## src/rtl/kbd_pkg.sv

```systemverilog
// kbd_pkg: shared types and constants for the PS/2 event queue.
// Events are packed as {ext, brk, code}.
package kbd_pkg;

  typedef enum logic [1:0] {
    S_IDLE,
    S_EXT,
    S_BRK,
    S_EXT_BRK
  } kbd_state_t;

  localparam logic [7:0] KBD_PFX_EXT   = 8'hE0;
  localparam logic [7:0] KBD_PFX_BRK   = 8'hF0;
  localparam logic [7:0] KBD_PFX_PAUSE = 8'hE1;
  localparam logic [7:0] KBD_BAT_OK    = 8'hAA;
  localparam logic [7:0] KBD_ERR_00    = 8'h00;
  localparam logic [7:0] KBD_ERR_FF    = 8'hFF;

  localparam int KBD_EV_W = 10;

  typedef struct packed {
    logic       ext;
    logic       brk;
    logic [7:0] code;
  } kbd_ev_t;

  function automatic logic kbd_is_err(input logic [7:0] b);
    return (b == KBD_ERR_00) || (b == KBD_ERR_FF);
  endfunction

endpackage

```

## src/rtl/kbd_event_fifo.sv

```systemverilog
// kbd_event_fifo: power-of-two FWFT queue with wrap-bit pointers.
// Registered count/full/afull track the pointers exactly.
module kbd_event_fifo
  import kbd_pkg::*;
#(
  parameter int DEPTH     = 16,
  parameter int AFULL_LVL = DEPTH - 2,
  parameter int W         = KBD_EV_W,
  localparam int AW       = $clog2(DEPTH)
) (
  input  logic         clk,
  input  logic         rst,
  input  logic         push,
  input  logic [W-1:0] din,
  input  logic         pop,
  output logic [W-1:0] dout,
  output logic         empty,
  output logic         full,
  output logic         afull,
  output logic [AW:0]  count
);

  localparam logic [AW:0] ONE = (AW+1)'(1);
  localparam logic [AW:0] AF  = (AW+1)'(AFULL_LVL);

  logic [W-1:0] mem [DEPTH];
  logic [AW:0]  wr_q, rd_q, wr_n, rd_n, cnt_n;
  logic         do_pop, do_push, full_n;

  assign empty   = (wr_q == rd_q);
  assign do_pop  = pop && !empty;
  assign do_push = push && (!full || do_pop);
  assign dout    = mem[rd_q[AW-1:0]];

  // next pointers and the status they imply
  always_comb begin
    wr_n   = do_push ? wr_q + ONE : wr_q;
    rd_n   = do_pop  ? rd_q + ONE : rd_q;
    cnt_n  = wr_n - rd_n;
    full_n = (wr_n[AW] != rd_n[AW]) &&
             (wr_n[AW-1:0] == rd_n[AW-1:0]);
  end

  // pointer and status registers
  always_ff @(posedge clk or posedge rst) begin
    if (rst) begin
      wr_q  <= '0;
      rd_q  <= '0;
      count <= '0;
      full  <= 1'b0;
      afull <= (AFULL_LVL == 0);
    end else begin
      wr_q  <= wr_n;
      rd_q  <= rd_n;
      count <= cnt_n;
      full  <= full_n;
      afull <= (cnt_n >= AF);
    end
  end

  // entry storage, contents never gate full/empty
  always_ff @(posedge clk) begin
    if (do_push)
      mem[wr_q[AW-1:0]] <= din;
  end

endmodule

```

## src/rtl/kbd_event_queue.sv

```systemverilog
// kbd_event_queue: Set-2 prefix folding parser + event FIFO.
// Optional typematic repeat filter: define KBD_REPEAT_FILTER_EN.
module kbd_event_queue
  import kbd_pkg::*;
#(
  parameter int DEPTH     = 16,
  parameter int AFULL_LVL = DEPTH - 2,
  localparam int CW       = $clog2(DEPTH) + 1
) (
  input  logic          CLOCK_50,
  input  logic          RST,
  input  logic [7:0]    RX_DATA,
  input  logic          RX_VALID,
  input  logic          POP,
  input  logic          CLR_OVF,
  output logic          EV_VALID,
  output logic [7:0]    EV_CODE,
  output logic          EV_EXT,
  output logic          EV_BREAK,
  output logic [CW-1:0] COUNT,
  output logic          FULL,
  output logic          AFULL,
  output logic          OVERFLOW
);

  kbd_state_t st_q, st_n;
  kbd_ev_t    ev_n, ev_q, head;
  logic       emit, keep, ev_v_q;
  logic       is_ext, is_brk, is_err, idle_drop;
  logic       empty;

  assign is_ext    = (RX_DATA == KBD_PFX_EXT);
  assign is_brk    = (RX_DATA == KBD_PFX_BRK);
  assign is_err    = kbd_is_err(RX_DATA);
  assign idle_drop = is_err || (RX_DATA == KBD_BAT_OK) ||
                     (RX_DATA == KBD_PFX_PAUSE);

  // parser next state and event emit
  always_comb begin
    st_n        = st_q;
    emit        = 1'b0;
    ev_n.ext    = 1'b0;
    ev_n.brk    = 1'b0;
    ev_n.code   = RX_DATA;
    if (RX_VALID) begin
      unique case (st_q)
        S_IDLE: begin
          unique case (1'b1)
            is_ext:    st_n = S_EXT;
            is_brk:    st_n = S_BRK;
            idle_drop: st_n = S_IDLE;
            default:   emit = 1'b1;
          endcase
        end
        S_EXT: begin
          unique case (1'b1)
            is_brk: st_n = S_EXT_BRK;
            is_ext: st_n = S_EXT;
            is_err: st_n = S_IDLE;
            default: begin
              emit     = 1'b1;
              ev_n.ext = 1'b1;
              st_n     = S_IDLE;
            end
          endcase
        end
        S_BRK: begin
          st_n = S_IDLE;
          if (!(is_err || is_ext || is_brk)) begin
            emit     = 1'b1;
            ev_n.brk = 1'b1;
          end
        end
        S_EXT_BRK: begin
          st_n = S_IDLE;
          if (!(is_err || is_ext || is_brk)) begin
            emit     = 1'b1;
            ev_n.ext = 1'b1;
            ev_n.brk = 1'b1;
          end
        end
        default: st_n = S_IDLE;
      endcase
    end
  end

  // parser state register
  always_ff @(posedge CLOCK_50 or posedge RST) begin
    if (RST) st_q <= S_IDLE;
    else     st_q <= st_n;
  end

`ifdef KBD_REPEAT_FILTER_EN
  logic       rec_v;
  logic       rec_ext;
  logic [7:0] rec_code;
  logic       rec_match;

  assign rec_match = rec_v && (rec_ext == ev_n.ext) &&
                     (rec_code == ev_n.code);
  assign keep      = emit && !(rec_match && !ev_n.brk);

  // last-make record: repeats dropped, matching break clears
  always_ff @(posedge CLOCK_50 or posedge RST) begin
    if (RST) begin
      rec_v    <= 1'b0;
      rec_ext  <= 1'b0;
      rec_code <= 8'h00;
    end else if (emit) begin
      if (!ev_n.brk) begin
        rec_v    <= 1'b1;
        rec_ext  <= ev_n.ext;
        rec_code <= ev_n.code;
      end else if (rec_match) begin
        rec_v <= 1'b0;
      end
    end
  end
`else
  assign keep = emit;
`endif

  // one-cycle event stage ahead of the queue
  always_ff @(posedge CLOCK_50 or posedge RST) begin
    if (RST) begin
      ev_v_q <= 1'b0;
      ev_q   <= '0;
    end else begin
      ev_v_q <= keep;
      ev_q   <= ev_n;
    end
  end

  kbd_event_fifo #(
    .DEPTH     (DEPTH),
    .AFULL_LVL (AFULL_LVL),
    .W         (KBD_EV_W)
  ) u_fifo (
    .clk   (CLOCK_50),
    .rst   (RST),
    .push  (ev_v_q),
    .din   (ev_q),
    .pop   (POP),
    .dout  (head),
    .empty (empty),
    .full  (FULL),
    .afull (AFULL),
    .count (COUNT)
  );

  // sticky overflow; a drop in the clear cycle keeps it set
  always_ff @(posedge CLOCK_50 or posedge RST) begin
    if (RST)                        OVERFLOW <= 1'b0;
    else if (ev_v_q && FULL && !POP) OVERFLOW <= 1'b1;
    else if (CLR_OVF)               OVERFLOW <= 1'b0;
  end

  assign EV_VALID = !empty;
  assign EV_CODE  = empty ? 8'h00 : head.code;
  assign EV_EXT   = !empty && head.ext;
  assign EV_BREAK = !empty && head.brk;

endmodule

```

## config.mk

```make
export PLATFORM = sky130hd
export DESIGN_NAME = kbd_event_queue
export DESIGN_NICKNAME = d
export VERILOG_FILES = /design/src/rtl/kbd_pkg.sv /design/src/rtl/kbd_event_fifo.sv /design/src/rtl/kbd_event_queue.sv
export SDC_FILE = /design/constraint.sdc
export NUM_CORES = 1
export LEC_CHECK = 0
export ABC_AREA = 1
export BUFFER_PORTS_ARGS = -buffer_cell sky130_fd_sc_hd__buf_2
export CORE_ASPECT_RATIO = 1.5
export CORE_MARGIN = 3
export CORE_UTILIZATION = 61
export CTS_CLUSTER_SIZE = 16
export DETAILED_ROUTE_END_ITERATION = 16
export PLACE_DENSITY = 0.79
export SLEW_MARGIN = 20
export SYNTH_ARGS = -nofsm -noshare
export SYNTH_HDL_FRONTEND = slang
export SYNTH_SLANG_ARGS = --single-unit
```

## constraint.sdc

```tcl
create_clock -name CLOCK_50 -period 2.8 [get_ports CLOCK_50]
set_input_delay 0.56 -clock CLOCK_50 [delete_from_list [all_inputs] [get_ports CLOCK_50]]
set_output_delay 0.56 -clock CLOCK_50 [all_outputs]
set_load 0.01 [all_outputs]
```

==> impl_metrics.yaml, run 1 <==
drt:
  antenna_left: 0
  route.detailed.drc: 0
  drt_wl_total_um: 17100
  wire_per_inst_um: 19.8
  vias: 5285
  viasPerCell: 6.11
  dr.pass1.iters: 5
  drt-initial-drc-count: 590
critical_path:
  critPathMaxFanout: 80
  r2r_end: "u_fifo.afull"
  slowest_delay_ns: 0.45
  crit_chain: "buf_12 -> o21ai_0 -> o221ai_1 -> nand3_1 -> a31oi_1 -> buf_2"
  crit_arrival_ns: 2.18
  crit_slowest_cell: "dfrtp_2"
  r2r_cells: 18
  cp-start-kind: "register"
  required_ns: 2.24
  critPathLaunch: "u_fifo.rd_q[0]"
  crit_type: "register to output port"
  r2r_setup_slack_ns: 0.08
  r2r-start: "u_fifo.rd_q[0]"
  end_kind: "output port"
final_layout:
  multi_input_area_mm2: 0.00210
  final-seq-area_mm2: 0.00558
  final_cell_mix: "edfxtp_1, nor2_1, o21ai_0"
  fill_cells: 790
  area_growth_pct: 13.4
  nets: 719
  final_common_cell: "edfxtp_1"
  drive_gt1_frac: 0.168
  antennaDiodeCount: 0
timing:
  holdWs_ns: 0.195
  worst_pin_slew_ns: 1.14
  fin_crit_sh: 0.980
  slew_headroom: 0.236
  setup_violations: 0
  skew_ns: 0.0111
  rsz0062_at_grt: "yes"
  max_freq_mhz: 365
  hold_viol_final: 0
  report.final.slew_viol_count: 0
  fin_crit_ns: 2.74
  setup_ws_ns: 0.0570
clock_tree:
  cts_buffer_depth: 2
  cts_made_buffers: 17
  hold_buffers: 0
  clock_latency_ns: 0.42
  cts_htree_levels: 4
  cts.sinks: 191
  cts_root_buf: "clkbuf_16"
  clk_pin_slew_ns: 0.07
  cts_tree: "built"
power_and_ir_drop:
  max-vdd-ir-drop_v: 0.000796
  power_density_mw_per_mm2: 1080
  finalPower_mw: 9.66
  p_leak_nw: 3.33
yosys:
  yosys.area.top_type: "edfxtp_1"
  synth_area_leaders: "edfxtp_1, dfrtp_1, nor2_1"
  ys_ff_latch: 191
  netlist.area_leader.share: 0.607
  avgSynthCellArea_um2: 12.2
  synth.distinct_cells: 36
  syn_inst: 651
  ys_warn_count: 0
  ys_seq_area_frac: 0.705
  netlist_area_mm2: 0.00792
  syn_nets: 674
floorplanning:
  start_util: 0.630
  die_x_um: 99.0
  coreArea_mm2: 0.0126
  row_count: 50
  ios: 32
  dieHeight_um: 146
  die_area_mm2: 0.0144
global_routing:
  grt_pass1_vias: 5203
  antenna_found_initial: 0
  grt_usage: 0.240
  grt_max_degree: 82
  grt_pass1_wl_um: 26300
  grt-ovfl-total: 0
placement:
  place_hpwl_um: 10700
  gp_congestion: 0.941
  io_buffers: 31
  preCtsSetupSlack_ns: 0.124
status:
  outcome: "complete, no violations"
run:
  maxCapViolCount: 0
min_path:
  hold_class: "primary input to asynchronous set/reset pin"
==> kinds of logic after synthesis <==
| kind of cell | count (synthesis) | share of synthesized area |
|---|---|---|
| and+or+nand+nor | 227 | 0.127 |
| DFF | 191 | 0.705 |
| AOI/OAI and AO/OA | 145 | 0.107 |
| buffers and inverters | 68 | 0.0341 |
| adders and majority gates | 10 | 0.0158 |
| xor gates and xnor gates | 9 | 0.00996 |
| muxes | 1 | 0.00126 |
==> where the power goes <==
| group | internal (mW) | total (mW) | leakage [nW] | switching, mW |
|---|---|---|---|---|
| sequential | 3.44 | 3.64 | 1.83 | 0.197 |
| clock | 1.18 | 2.21 | 0.266 | 1.03 |
| combinational | 1.35 | 3.81 | 1.23 | 2.46 |
| total | 5.97 | 9.66 | 3.33 | 3.69 |
==> layer usage <==
metal / part of all wire / wire length, µm / track usage / vias up
met5: 0 / 0 / 0 / -
met4: 0.034 / 591 / 0.103 / 0
met3: 0.077 / 1330 / 0.0561 / 51
met2: 0.52 / 8940 / 0.413 / 271
met1: 0.37 / 6280 / 0.288 / 2530
li1: - / - / - / 2433
==> metrics by stage <==
step           setup TNS (ns)  std cells  utilization  instance area (µm²)
2_1_floorplan               0        651            -                 7920
3_3_place_gp                0        828        0.660                 8290
3_5_place_dp                0        828        0.660                 8290
4_1_cts                     0        860        0.706                 8870
5_1_grt                -0.351        865        0.714                 8980
6_report                    0        865        0.714                 8980
==> area by class of cell <==
type / count / share of cell area
clock inverters: 13 / 0.0124
inverters: 38 / 0.0167
flip-flops and latches: 191 / 0.622
well taps: 156 / 0.0217
multi-input cells: 392 / 0.234
clock buffers: 19 / 0.0493
repair buffers: 56 / 0.0446
==> synthesized netlist by cell type <==
master and number:
nand3_2 3, o221ai_1 13, o21ai_2 1, nand4_1 3
o41ai_1 1, clkinv_1 2, nand3_1 20, edfxtp_1 160
a21oi_1 4, dfrtp_1 31, a31oi_1 10, buf_4 1
o22ai_1 28, o21ai_0 80, nor2_1 107, nand3_4 1
nand2_4 6, nand2_1 75, mux2i_1 1, buf_1 1
and2_1 1, nor3_1 2, xnor2_1 2, nand2_2 3
clkbuf_1 26, o211ai_1 8, ha_1 10, nor4_1 3
nand2_8 1, buf_2 1, buf_6 1, inv_1 28
inv_2 7, inv_4 1, nor2_2 2, xor2_1 7
==> worst max-delay path, delay by kind of cell (launching register included) <==
kind                   cells  cell delay [ns]
AND/OR/NAND/NOR            1             0.18
buffers and inverters      2             0.48
flip-flops                 1             0.45
AO/OA/AOI/OAI              3             0.63
==> flip-flops by register name (all words and copies together) (netlist names) <==
signal / cells
u_fifo.wr_q: 5
ev_q: 10
u_fifo.afull: 1
u_fifo.mem: 160
u_fifo.rd_q: 5
ev_v_q: 1
u_fifo.full: 1
u_fifo.count: 5
st_q: 2
OVERFLOW: 1
==> timing repair <==
item / CTS / global route
pin swaps: 0 / 1
endpoints found under the setup margin: 10 / 11
gates cloned: 0 / 1
gates resized for setup: 6 / 13
setup buffers: 0 / 4
==> worst max path at each step <==
stage	cells after the start	to
2_1_floorplan	17	u_fifo.afull
3_3_place_gp	17	u_fifo.afull
3_5_place_dp	17	u_fifo.afull
4_1_cts	7	EV_CODE[4]
5_1_grt	18	u_fifo.afull
6_report	6	EV_CODE[6]
No activity file was read; power rests on OpenSTA's default activity.
==> run 2, diff against run 1 <==
- CORE_ASPECT_RATIO: 1.5 -> 0.9
- REMOVE_ABC_BUFFERS: default -> 1
==> impl_metrics.yaml, run 2 (synthesis gave the netlist of run 1 again) <==
status:
  outcome: "complete, no violations"
clock_tree:
  cts_buffer_depth: 2
  clock_latency_ns: 0.43
  cts_htree_levels: 4
  cts_tree: "built"
  cts_root_buf: "clkbuf_16"
  clk_pin_slew_ns: 0.07
  hold_buffers: 0
  cts.sinks: 191
  cts_made_buffers: 17
critical_path:
  cp-start-kind: "register"
  r2r_cells: 17
  r2r_setup_slack_ns: 0.0007
  critPathMaxFanout: 6
  end_kind: "register"
  required_ns: 3.12
  crit_arrival_ns: 3.12
  crit_type: "register to register"
placement:
  dpl_cell_area_mm2: 0.00840
  preCtsSetupSlack_ns: 0.0415
  place_hpwl_um: 11800
  dpl.cell_count: 845
  gp_congestion: 0.941
  io_buffers: 31
drt:
  route.detailed.drc: 0
  dr.pass1.iters: 5
  wire_per_inst_um: 21.0
  drt_wl_total_um: 18600
  antenna_left: 0
  vias: 5515
  drt-initial-drc-count: 804
  viasPerCell: 6.22
power_and_ir_drop:
  finalPower_mw: 9.73
  power_density_mw_per_mm2: 1070
  max-vdd-ir-drop_v: 0.000681
  p_leak_nw: 3.39
floorplanning:
  dieHeight_um: 114
  die_x_um: 126
  start_util: 0.640
  row_count: 38
  ios: 32
  die_area_mm2: 0.0144
  coreArea_mm2: 0.0124
timing:
  max_freq_mhz: 357
  finalSetupTns_ns: 0
  skew_ns: 0.00730
  fin_crit_sh: 1.00
  slew_headroom: 0.551
  report.final.slew_viol_count: 0
  worst_pin_slew_ns: 0.673
  hold_viol_final: 0
  rsz0062_at_grt: "yes"
  fin_crit_ns: 2.80
  holdWs_ns: 0.228
  setup_violations: 0
  setup_ws_ns: 0.000668
final_layout:
  final_cell_mix: "edfxtp_1, nor2_1, o21ai_0"
  antennaDiodeCount: 0
  fin_area_mm2: 0.00908
  final-seq-area_mm2: 0.00559
  multi_input_area_mm2: 0.00211
  largest_reg_flops: 160
  instances_no_fill: 886
  area_growth_pct: 14.7
  fill_cells: 780
  final_common_cell: "edfxtp_1"
  drive_gt1_frac: 0.191
  final_core_util: 0.735
  nets: 736
global_routing:
  grt_pass1_vias: 5377
  antenna_found_initial: 0
  grt_usage: 0.263
  grt_pass1_wl_um: 28700
  grt_max_degree: 82
  grt-ovfl-total: 0
run:
  maxCapViolCount: 0
min_path:
  hold_class: "primary input to asynchronous set/reset pin"
==> run 2: cell types whose count changed in the layout (fill, tap and decap cells not counted), sizes merged <==
cell	delta
clkinv	-2
buf	+18
clkbuf	-3
clkinvlp	+3
bufinv	+1
==> run 2: layout make-up <==
cell class | count | share of cell area
Multi-Input combinational cell | 392 | 0.232
Tap cell | 160 | 0.0220
Clock buffer | 17 | 0.0468
Clock inverter | 15 | 0.0132
Timing Repair Buffer | 73 | 0.0544
Sequential cell | 191 | 0.615
Inverter | 38 | 0.0169
==> run 2: timing repair <==
action,CTS,global route
setup buffers,0,9
gates resized for setup,2,19
setup endpoints to repair,10,13
endpoints found under the hold margin,0,0
pin swaps,0,6
==> run 2: power breakdown <==
part / internal, mW / switching (mW)
Combinational: 1.33 / 2.54
Clock: 1.22 / 1.01
Sequential: 3.44 / 0.192
Total: 5.98 / 3.75
==> run 2: worst paths after layout <==
kind,start,endpoint
min in group CLOCK_50,RX_DATA[3],ev_q[3]
worst min-delay path,RST,u_fifo.count[0]
worst min register to register,st_q[0],st_q[0]
max in group asynchronous,RST,u_fifo.wr_q[2]
worst max register to register,u_fifo.wr_q[2],u_fifo.afull
worst max-delay path,u_fifo.wr_q[2],u_fifo.afull
==> run 2: worst max-delay path, stage by stage, from the launching register on <==
cell and delay, ns:
dfrtp_2 0.44, inv_4 0.10, nand2_1 0.08, nand2_1 0.09
nor2_2 0.06, nand3_4 0.10, nand2_8 0.09, nand2_8 0.08
nand2_8 0.07, inv_4 0.08, nand2_1 0.10, nor3_2 0.24
xor2_1 0.29, ha_1 0.35, a21oi_2 0.16, nand2_2 0.08
xor2_2 0.18, nand2_1 0.07
==> run 2: layer usage <==
layer / wire length (µm) / up-vias / GRT usage
li1: - / 2460 / -
met1: 7070 / 2660 / 0.354
met2: 9170 / 340 / 0.427
met3: 1810 / 55 / 0.0592
met4: 516 / 0 / 0.102
met5: 0 / - / 0
